==> src/rtl/ppr_pkg.sv <==
// ppr_pkg: shared types and constants for the post-package-repair sequencer.
//   ppr_op_e    - command opcodes driven on the controller command port
//   ppr_type_e  - repair request type codes (other codes are invalid)
//   ppr_state_e - sequencer FSM states
//   GUARD_KEY   - guard-key bytes issued, in index order, before a hard repair
package ppr_pkg;

  typedef enum logic [2:0] {
    OP_NONE        = 3'd0,
    OP_MRS_PPR_EN  = 3'd1,
    OP_GUARD       = 3'd2,
    OP_ACT         = 3'd3,
    OP_PRE         = 3'd4,
    OP_MRS_PPR_DIS = 3'd5
  } ppr_op_e;

  typedef enum logic [1:0] {
    SOFT = 2'b01,
    HARD = 2'b10
  } ppr_type_e;

  typedef enum logic [3:0] {
    ST_IDLE,
    ST_ENTER,
    ST_GUARD,
    ST_ACT,
    ST_PGM,
    ST_PRE,
    ST_EXIT,
    ST_DONE,
    ST_GAP
  } ppr_state_e;

  localparam logic [7:0] GUARD_KEY [4] = '{8'hCF, 8'h73, 8'hBB, 8'h3B};

  // Opcode issued by each command state; non-command states map to OP_NONE.
  function automatic ppr_op_e state_op(input ppr_state_e st);
    case (st)
      ST_ENTER: return OP_MRS_PPR_EN;
      ST_GUARD: return OP_GUARD;
      ST_ACT:   return OP_ACT;
      ST_PRE:   return OP_PRE;
      ST_EXIT:  return OP_MRS_PPR_DIS;
      default:  return OP_NONE;
    endcase
  endfunction

endpackage

==> src/rtl/ppr_wait_cnt.sv <==
// ppr_wait_cnt: loadable down-counter with a zero flag. It saturates at zero,
// so after a load of V the flag is seen high V cycles later.
//   clk, rst     - clock, asynchronous active-high reset
//   load_i       - load load_val_i on this edge
//   load_val_i   - value to load
//   zero_o       - counter currently holds zero
module ppr_wait_cnt #(
  parameter int W = 11
) (
  input  logic         clk,
  input  logic         rst,
  input  logic         load_i,
  input  logic [W-1:0] load_val_i,
  output logic         zero_o
);

  logic [W-1:0] r_cnt;

  always_ff @(posedge clk or posedge rst) begin
    if (rst) begin
      r_cnt <= '0;
    end else if (load_i) begin
      r_cnt <= load_val_i;
    end else if (r_cnt != '0) begin
      r_cnt <= r_cnt - W'(1);
    end
  end

  assign zero_o = (r_cnt == '0);

endmodule

==> src/rtl/ppr_sequencer.sv <==
// ppr_sequencer: per-device post-package-repair command sequencer.
// Accepts one repair request at a time, drives the fixed repair command
// sequence (PPR enable, guard keys for hard repair, ACT, program wait, PRE,
// PPR disable) onto the controller command port and pulses done with status.
//   clk, rst                   - clock, asynchronous active-high reset
//   req_valid_i / req_ready_o  - request handshake (ready only in IDLE)
//   req_type_i, req_addr_i, req_ch_i - repair type, faulty address, channel
//   cmd_valid_o / cmd_ready_i  - command handshake
//   cmd_op_o, cmd_ch_o, cmd_row_o, cmd_data_o - command fields
//   busy_o                     - sequence in progress
//   done_o, done_err_o, done_ch_o - completion pulse, error status, channel
module ppr_sequencer
  import ppr_pkg::*;
#(
  parameter int N_CH       = 32,
  parameter int ADDR_SIZE  = 24,
  parameter int ROW_SIZE   = 14,
  parameter int T_GAP      = 4,    // must be >= 1
  parameter int T_PGM_SOFT = 64,
  parameter int T_PGM_HARD = 2000
) (
  input  logic                    clk,
  input  logic                    rst,
  input  logic                    req_valid_i,
  output logic                    req_ready_o,
  input  logic [1:0]              req_type_i,
  input  logic [ADDR_SIZE-1:0]    req_addr_i,
  input  logic [$clog2(N_CH)-1:0] req_ch_i,
  output logic                    cmd_valid_o,
  input  logic                    cmd_ready_i,
  output logic [2:0]              cmd_op_o,
  output logic [$clog2(N_CH)-1:0] cmd_ch_o,
  output logic [ROW_SIZE-1:0]     cmd_row_o,
  output logic [7:0]              cmd_data_o,
  output logic                    busy_o,
  output logic                    done_o,
  output logic                    done_err_o,
  output logic [$clog2(N_CH)-1:0] done_ch_o
);

  localparam int CH_W  = $clog2(N_CH);
  localparam int CNT_W = $clog2(T_PGM_HARD + 1);

  // The counter is loaded on the handshake edge and the wait state exits on
  // the cycle it reads zero, so loading N-1 yields exactly N wait cycles.
  localparam logic [CNT_W-1:0] GAP_LOAD      = CNT_W'(T_GAP - 1);
  localparam logic [CNT_W-1:0] PGM_SOFT_LOAD = CNT_W'(T_PGM_SOFT - 1);
  localparam logic [CNT_W-1:0] PGM_HARD_LOAD = CNT_W'(T_PGM_HARD - 1);

  ppr_state_e          r_state;
  ppr_state_e          r_after_gap;   // command state entered when GAP ends
  logic                r_hard;
  logic [ROW_SIZE-1:0] r_row;
  logic [CH_W-1:0]     r_ch;
  logic [1:0]          r_guard_idx;

  logic                r_req_ready;
  logic                r_cmd_valid;
  ppr_op_e             r_cmd_op;
  logic [ROW_SIZE-1:0] r_cmd_row;
  logic [7:0]          r_cmd_data;
  logic                r_busy;
  logic                r_done;
  logic                r_done_err;
  logic [CH_W-1:0]     r_done_ch;

  logic                w_accept;
  logic                w_type_ok;
  logic                w_cmd_hs;
  logic                w_cnt_zero;
  logic [CNT_W-1:0]    w_cnt_load_val;
  logic                w_addr_unused;

  assign w_accept  = req_valid_i & r_req_ready;
  assign w_type_ok = (req_type_i == SOFT) || (req_type_i == HARD);
  // cmd_ready_i is meaningless unless a command is actually presented.
  assign w_cmd_hs  = r_cmd_valid & cmd_ready_i;

  // Only the row field of the address is used by the repair sequence.
  assign w_addr_unused = ^req_addr_i[ADDR_SIZE-ROW_SIZE-1:0];

  always_comb begin
    w_cnt_load_val = GAP_LOAD;
    if (r_state == ST_ACT) begin
      w_cnt_load_val = r_hard ? PGM_HARD_LOAD : PGM_SOFT_LOAD;
    end
  end

  ppr_wait_cnt #(
    .W(CNT_W)
  ) u_wait_cnt (
    .clk        (clk),
    .rst        (rst),
    .load_i     (w_cmd_hs),
    .load_val_i (w_cnt_load_val),
    .zero_o     (w_cnt_zero)
  );

  always_ff @(posedge clk or posedge rst) begin
    if (rst) begin
      r_state     <= ST_IDLE;
      r_after_gap <= ST_IDLE;
      r_hard      <= 1'b0;
      r_row       <= '0;
      r_ch        <= '0;
      r_guard_idx <= 2'd0;
      r_req_ready <= 1'b0;
      r_cmd_valid <= 1'b0;
      r_cmd_op    <= OP_NONE;
      r_cmd_row   <= '0;
      r_cmd_data  <= 8'h00;
      r_busy      <= 1'b0;
      r_done      <= 1'b0;
      r_done_err  <= 1'b0;
      r_done_ch   <= '0;
    end else begin
      r_done     <= 1'b0;
      r_done_err <= 1'b0;

      case (r_state)
        ST_IDLE: begin
          r_req_ready <= 1'b1;
          if (w_accept) begin
            r_req_ready <= 1'b0;
            r_busy      <= 1'b1;
            r_hard      <= (req_type_i == HARD);
            r_row       <= req_addr_i[ADDR_SIZE-1 -: ROW_SIZE];
            r_ch        <= req_ch_i;
            r_guard_idx <= 2'd0;
            if (w_type_ok) begin
              r_state     <= ST_ENTER;
              r_cmd_valid <= 1'b1;
              r_cmd_op    <= OP_MRS_PPR_EN;
            end else begin
              // Invalid type: report an error completion without touching
              // the command port.
              r_state    <= ST_DONE;
              r_done     <= 1'b1;
              r_done_err <= 1'b1;
              r_done_ch  <= req_ch_i;
            end
          end
        end

        ST_ENTER, ST_GUARD, ST_ACT, ST_PRE, ST_EXIT: begin
          if (w_cmd_hs) begin
            r_cmd_valid <= 1'b0;
            r_cmd_op    <= OP_NONE;
            r_cmd_row   <= '0;
            r_cmd_data  <= 8'h00;
            r_state     <= ST_GAP;
            case (r_state)
              ST_ENTER: r_after_gap <= r_hard ? ST_GUARD : ST_ACT;
              ST_GUARD: begin
                r_after_gap <= (r_guard_idx == 2'd3) ? ST_ACT : ST_GUARD;
                r_guard_idx <= r_guard_idx + 2'd1;
              end
              ST_ACT:   r_state <= ST_PGM;
              ST_PRE:   r_after_gap <= ST_EXIT;
              default: begin
                // EXIT: no trailing gap, complete on the next cycle.
                r_state   <= ST_DONE;
                r_done    <= 1'b1;
                r_done_ch <= r_ch;
              end
            endcase
          end
        end

        ST_GAP: begin
          if (w_cnt_zero) begin
            r_state     <= r_after_gap;
            r_cmd_valid <= 1'b1;
            r_cmd_op    <= state_op(r_after_gap);
            r_cmd_row   <= (r_after_gap == ST_ACT) ? r_row : '0;
            r_cmd_data  <= (r_after_gap == ST_GUARD) ? GUARD_KEY[r_guard_idx] : 8'h00;
          end
        end

        ST_PGM: begin
          if (w_cnt_zero) begin
            r_state     <= ST_PRE;
            r_cmd_valid <= 1'b1;
            r_cmd_op    <= OP_PRE;
          end
        end

        ST_DONE: begin
          r_state     <= ST_IDLE;
          r_busy      <= 1'b0;
          r_req_ready <= 1'b1;
          r_done_ch   <= '0;
        end

        default: begin
          r_state <= ST_IDLE;
        end
      endcase
    end
  end

  assign req_ready_o = r_req_ready;
  assign cmd_valid_o = r_cmd_valid;
  assign cmd_op_o    = r_cmd_op;
  // Channel is qualified by cmd_valid_o; it only changes at request accept,
  // so it is stable throughout every command.
  assign cmd_ch_o    = r_ch;
  assign cmd_row_o   = r_cmd_row;
  assign cmd_data_o  = r_cmd_data;
  assign busy_o      = r_busy;
  assign done_o      = r_done;
  assign done_err_o  = r_done_err;
  assign done_ch_o   = r_done_ch;

endmodule
==> config.mk <==
export PLATFORM = sky130hd
export DESIGN_NAME = ppr_sequencer
export DESIGN_NICKNAME = d
export VERILOG_FILES = /design/src/rtl/ppr_pkg.sv /design/src/rtl/ppr_wait_cnt.sv /design/src/rtl/ppr_sequencer.sv
export SDC_FILE = /design/constraint.sdc
export NUM_CORES = 1
export LEC_CHECK = 0
export ABC_AREA = 1
export CAP_MARGIN = 20
export CORE_MARGIN = 2
export CORE_UTILIZATION = 55
export DETAILED_ROUTE_END_ITERATION = 6
export MAX_ROUTING_LAYER = met4
export PLACE_DENSITY = 0.82
export SETUP_SLACK_MARGIN = 0.15
export SKIP_CTS_REPAIR_TIMING = 1
export SLEW_MARGIN = 20
export SYNTH_ARGS = -nofsm -noshare
export SYNTH_HDL_FRONTEND = slang
export SYNTH_SLANG_ARGS = --single-unit
==> constraint.sdc <==
create_clock -name clk -period 8.1 [get_ports clk]
set_input_delay 2.43 -clock clk [delete_from_list [all_inputs] [get_ports clk]]
set_output_delay 2.43 -clock clk [all_outputs]
set_load 0.005 [all_outputs]
## Yosys cells after proc, flatten, opt, wreduce, memory -nomap -nowiden

Cells that the tools add are included.

- Word-level logic and storage cells: 128
- Bits in registers: 76
- Output and inout port bits: 40
- Bits of input ports: 35

- $lt $le $gt $ge: 1
- Mux-type cells: 56
- Bitwise logic cells: 3
- Equality and inequality tests: 25
- Reduce and logical (&&, ||, !) cells: 25
- Add/sub/neg operators: 2

Operator list:

| kind | number |
|---|---|
| 11-bit two-way mux | 4 |
| 14-bit two-way mux | 3 |
| 8-bit two-way mux | 5 |
| 14-bit one-hot mux with 2 select lines | 1 |
| 4-bit by 3-bit equality test with 1-bit output, second input constant | 6 |
| 5-bit two-way mux | 4 |
| 3-bit two-way mux | 6 |
| 8-bit binary-select mux with 2-bit select | 1 |
| 4-bit by 2-bit equality test with 1-bit output, second input constant | 4 |
| 4-bit two-way mux | 4 |
| 4-bit one-hot mux with 4 select lines | 1 |
| 8-bit one-hot mux with 2 select lines | 1 |
| 3-bit one-hot mux with 5 select lines | 1 |
| 5-bit one-hot mux with 3 select lines | 1 |
| 1-bit two-way mux | 13 |
| 3-bit one-hot mux with 4 select lines | 1 |
| 4-bit one-hot mux with 3 select lines | 1 |
| 11-bit zero test | 1 |
| 11-bit nonzero test | 1 |
| 11-bit by 1-bit subtractor with 11-bit output, second input constant | 1 |
| 2-bit inequality test, second input constant | 5 |
| 5-bit AND reduction | 2 |
| 3-bit nonzero test | 3 |
| 4-bit by 1-bit equality test with 1-bit output, second input constant | 2 |
| 25 further kinds | 40 |

## Longest topological paths before layout

- Depth after elaboration: 7
- Depth in mapped cells: 12
- Mapped depth without buffers: 11

## Modules after synthesis

From an unflattened synthesis, not the netlist that was laid out.

- Cell total of the unflattened synthesis: 424
- Area total of the unflattened synthesis: 3,860.0 µm²

Modules (own cells, without submodules):

| module | cells an instance | area an instance (µm²) | seq. area each (µm²) | instances |
|---|---|---|---|---|
| ppr_sequencer | 326 | 3,100.5 | 1,551.5 | 1 |
| ppr_wait_cnt | 98 | 759.5 | 275.3 | 1 |

## Worst setup path after synthesis

Ideal clock, no wire load.

- Kind: input-to-reg
- Start: in req_type_i[0]
- End: reg r_cmd_op[0] (netlist: cmd_op_o[0])
- Slack: 4,570 ps
- Library setup time: 117 ps
- Path buffers: 0
- Data required time: 7,983 ps
- Stages: 8
- Data arrival time: 3,413 ps
- Cells stage by stage: inv_1 -> ha_1 -> inv_1 -> nor2_2 -> a21oi_1 -> nand3_1 -> nand2_1 -> nand2_1

- Longest elaborated chain between the ends: 4
- Elaborated cells on any way between the ends: 5
- Classes of those cells: 3 x eq/ne; 2 x reduce/logical

RTL lines:

| item | line | RTL |
|---|---|---|
| start, declared | ppr_sequencer.sv:26 | `input logic [1:0] req_type_i,` |
| 2-bit by 1-bit equality test with 1-bit output / 2-bit equality test (equally long branches) | ppr_sequencer.sv:75 | `assign w_type_ok = (req_type_i == SOFT) \|\| (req_type_i == HARD);` |
| 1-bit logical OR (*) | ppr_sequencer.sv:75 |  |
| 2-bit inequality test (no line) (*) | -- |  |
| 6-bit AND reduction (no line) (*) | -- |  |
| end signal, assigned | ppr_sequencer.sv:174 | `r_cmd_op <= state_op(r_after_gap);` |
| end, declared | ppr_sequencer.sv:59 | `ppr_op_e r_cmd_op;` |

Mark *: on every way between the ends. The rest lies on a longest branch, timed or not.
A chain may end at the register's enable or synchronous reset.

## Worst setup path in the final report

- Start: in cmd_ready_i
- End: reg r_cmd_row[8] (netlist: cmd_row_o[8])

- Longest elaborated chain between the ends: 3

RTL lines:

| item | line | RTL |
|---|---|---|
| start, declared | ppr_sequencer.sv:30 | `input logic cmd_ready_i,` |
| 1-bit AND | ppr_sequencer.sv:77 | `assign w_cmd_hs = r_cmd_valid & cmd_ready_i;` |
| 2-bit by 1-bit inequality test with 1-bit output (no line) | -- |  |
| 3-bit AND reduction (no line) | -- |  |
| end signal, assigned | ppr_sequencer.sv:175 | `r_cmd_row <= (r_after_gap == ST_ACT) ? r_row : '0;` |
| end, declared | ppr_sequencer.sv:60 | `logic [ROW_SIZE-1:0] r_cmd_row;` |

No other way between the ends.

==> flow_summary.ini <==
[synth]
syn-num-nets = 457
synth.distinct_cells = 28
synth_top_area_cell = dfrtp_1
ys_seq_elements = 73
yosysWarnings = 0
yosysSeqAreaShare = 0.525
syn_inst = 416
synth.area.top_cells = dfrtp_1 (52%), nand2_1 (14%), inv_1 (4.9%)
syn_area_um2 = 3480
avgSynthCellArea_um2 = 8.37
synth_top_area_share = 0.525

[setup_path]
cp-startpoint = cmd_ready_i
crit_buf_inv = 2
reg2reg_depth = 7
critPathArrivalTime_ps = 4260
worstPathMaxFanout = 31
cp_cell_sequence = clkdlybuf4s50_1 -> nand2_1 -> inv_1 -> nand2_2 -> nand2_2 -> nand2_2 -> nand2_1 -> o21ai_1
critical_path_depth = 8
slowest_stage = clkdlybuf4s50_1
startpoint_type = input port
worst_path_most_repeated_cell = nand2_2
r2r-start = r_state[1]$_DFFE_PP0P_
end_kind = register
cp_slowest_stage_delay_ps = 450
worstSetupEndpoint = cmd_row_o[8]$_DFFE_PP0P_
cp.required_ps = 8310
rrSetupSlack_ps = 5840
crit_type = input port to register
cp_top_family = simple AND/OR/NAND/NOR gates
r2r_end = cmd_row_o[5]$_DFFE_PP0P_

[placed_design]
place.gp.congestion = 0.843
dp_hpwl_um = 5410
dpl-instance-area_um2 = 4160
port_buffers = 64

[pwr]
total_leakage_power_nw = 2.14
p_per_area_nw_per_um2 = 365
vdd_drop_max_mv = 0.217

[hold_path]
holdCritPathClass = register to register

[die]
chipWidth_um = 83.6
die_area_um2 = 6980
num_io_pins = 75
fp-row-count = 28
start_util = 0.578
die_h_um = 83.6
core_area_um2 = 6030

[drt]
firstDrtPassIters = 4
vias_per_cell = 5.18
remaining_drc_errors = 0
wl_per_cell_um = 13.6
drt-initial-drc-count = 216
num_vias = 2905
postRouteWirelength_um = 7630
antenna_left = 0

[clock_network]
clock_path_buffers = 2
clkTransAtPathRegs_ps = 70
clock_latency_ps = 350
cts.sinks = 73
h-tree-depth = 3
cts_buffers = 9
root_buffer = clkbuf_8
cts_tree = yes

[grt]
grt_max_degree = 74
grtUsageTotal = 0.238
grt_pass1_vias = 2906
grt_pass1_wl_um = 13100
gr-total-overflow = 0
antenna_found_initial = 0

[final_layout]
drive_above_1_share = 0.105
final_common_cell = nand2_1
area_growth_pct = 24.9
design_area_um2 = 4350
final_nets = 522
num_antenna_cells = 0
n_fill_cell = 492
final_cell_mix = nand2_1 (127), dfrtp_1 (73), clkdlybuf4s50_1 (64), inv_1 (44), nor2_1 (32)

[timing]
rsz0062_at_grt = false
clock_skew_ps = 14.2
tightest_slew_ps = 911
period_needed_ps = 4050
max_freq_mhz = 247
fin_crit_sh = 0.500
setup_violations = 0
finalSetupTns_ps = 0
slew_violations = 0
hold_viol = 0
maxSlewHeadroom = 0.393

[status]
status = complete, no violations

[run]
drv_cap = 0
==> tightest hold or removal path, delay by kind of cell, from the launching register on <==
kind	cells	cell delay, ps
AND/OR/NAND/NOR	2	100
flip-flops	1	340
==> per-layer routing <==
metal  track usage  vias up  part of all wire
li1              -     1454                 -
met1         0.298     1358              0.45
met2         0.386       76              0.49
met3        0.0346       17             0.037
met4         0.106        0             0.022
met5             -        -                 0
==> layout make-up <==
cell class                      count  area, um2  area share
Clock buffer                       11        151      0.0348
Sequential cell                    73       1830       0.420
Clock inverter                      5       38.8     0.00892
Multi-Input combinational cell    283       1410       0.323
Timing Repair Buffer               65        648       0.149
Tap cell                           75       93.8      0.0216
Inverter                           49        184      0.0423
==> registers in the layout, summed over array words and instances, names as in the netlist, 2 cells and up <==
register,count
cmd_row_o,14
r_row,14
u_wait_cnt.r_cnt,11
cmd_data_o,6
cmd_ch_o,5
done_ch_o,5
r_state,4
cmd_op_o,3
r_after_gap,3
r_guard_idx,2
==> cell families after synthesis <==
| kind of cell | count (synthesis) | synth area share |
|---|---|---|
| buf+inv | 60 | 0.0719 |
| compound gates | 61 | 0.0906 |
| flops | 73 | 0.525 |
| fa+ha+maj | 6 | 0.0216 |
| mux | 13 | 0.0421 |
| xor+xnor | 1 | 0.00252 |
| simple gates | 202 | 0.247 |
==> synth_stat cells (all sizes together) <==
| master | n |
|---|---|
| mux2 | 13 |
| a211oi | 1 |
| inv | 49 |
| o22ai | 1 |
| xor2 | 1 |
| nor3 | 2 |
| a21oi | 12 |
| nand3 | 20 |
| nand3b | 1 |
| ha | 6 |
| clkbuf | 2 |
| nor2 | 38 |
| nand2 | 134 |
| o211ai | 1 |
| nor3b | 1 |
| nand4 | 6 |
| dfrtp | 73 |
| o21ai | 45 |
| buf | 9 |
| a211o | 1 |
==> how the worst min path moves through the flow <==
stage	slack, ps	startpoint	end	cells past startpoint
6_report	470	cmd_op_o[1]$_DFFE_PP0P_	cmd_op_o[1]$_DFFE_PP0P_	2
5_1_grt	510	cmd_op_o[2]$_DFFE_PP0P_	cmd_op_o[2]$_DFFE_PP0P_	2
4_1_cts	480	cmd_op_o[1]$_DFFE_PP0P_	cmd_op_o[1]$_DFFE_PP0P_	2
3_5_place_dp	460	cmd_op_o[1]$_DFFE_PP0P_	cmd_op_o[1]$_DFFE_PP0P_	2
3_3_place_gp	460	cmd_op_o[0]$_DFFE_PP0P_	cmd_op_o[0]$_DFFE_PP0P_	2
2_1_floorplan	460	r_row[10]$_DFFE_PP0P_	cmd_row_o[10]$_DFFE_PP0P_	2
==> power breakdown <==
part,internal [mW],switching (mW),leakage [nW]
registers,0.497,0.0892,0.937
logic,0.299,0.433,1.11
clock network,0.130,0.138,0.0959
total,0.925,0.660,2.14
==> through the flow <==
| stage | std cells | utilization | hold slack, ps | power, mW | worst slack [ps] |
|---|---|---|---|---|---|
| 4_1_cts | 561 | 0.721 | 476 | 1.59 | 4060 |
| 6_report | 561 | 0.722 | 470 | 1.59 | 4050 |
| 3_5_place_dp | 545 | 0.690 | 460 | 1.32 | 3700 |
| 3_3_place_gp | 545 | 0.690 | 459 | 1.28 | 3710 |
| 5_1_grt | 561 | 0.722 | 508 | 1.72 | 3890 |
| 2_1_floorplan | 416 | - | 463 | 1.08 | 3820 |
Power figures use the tool's default switching activity.
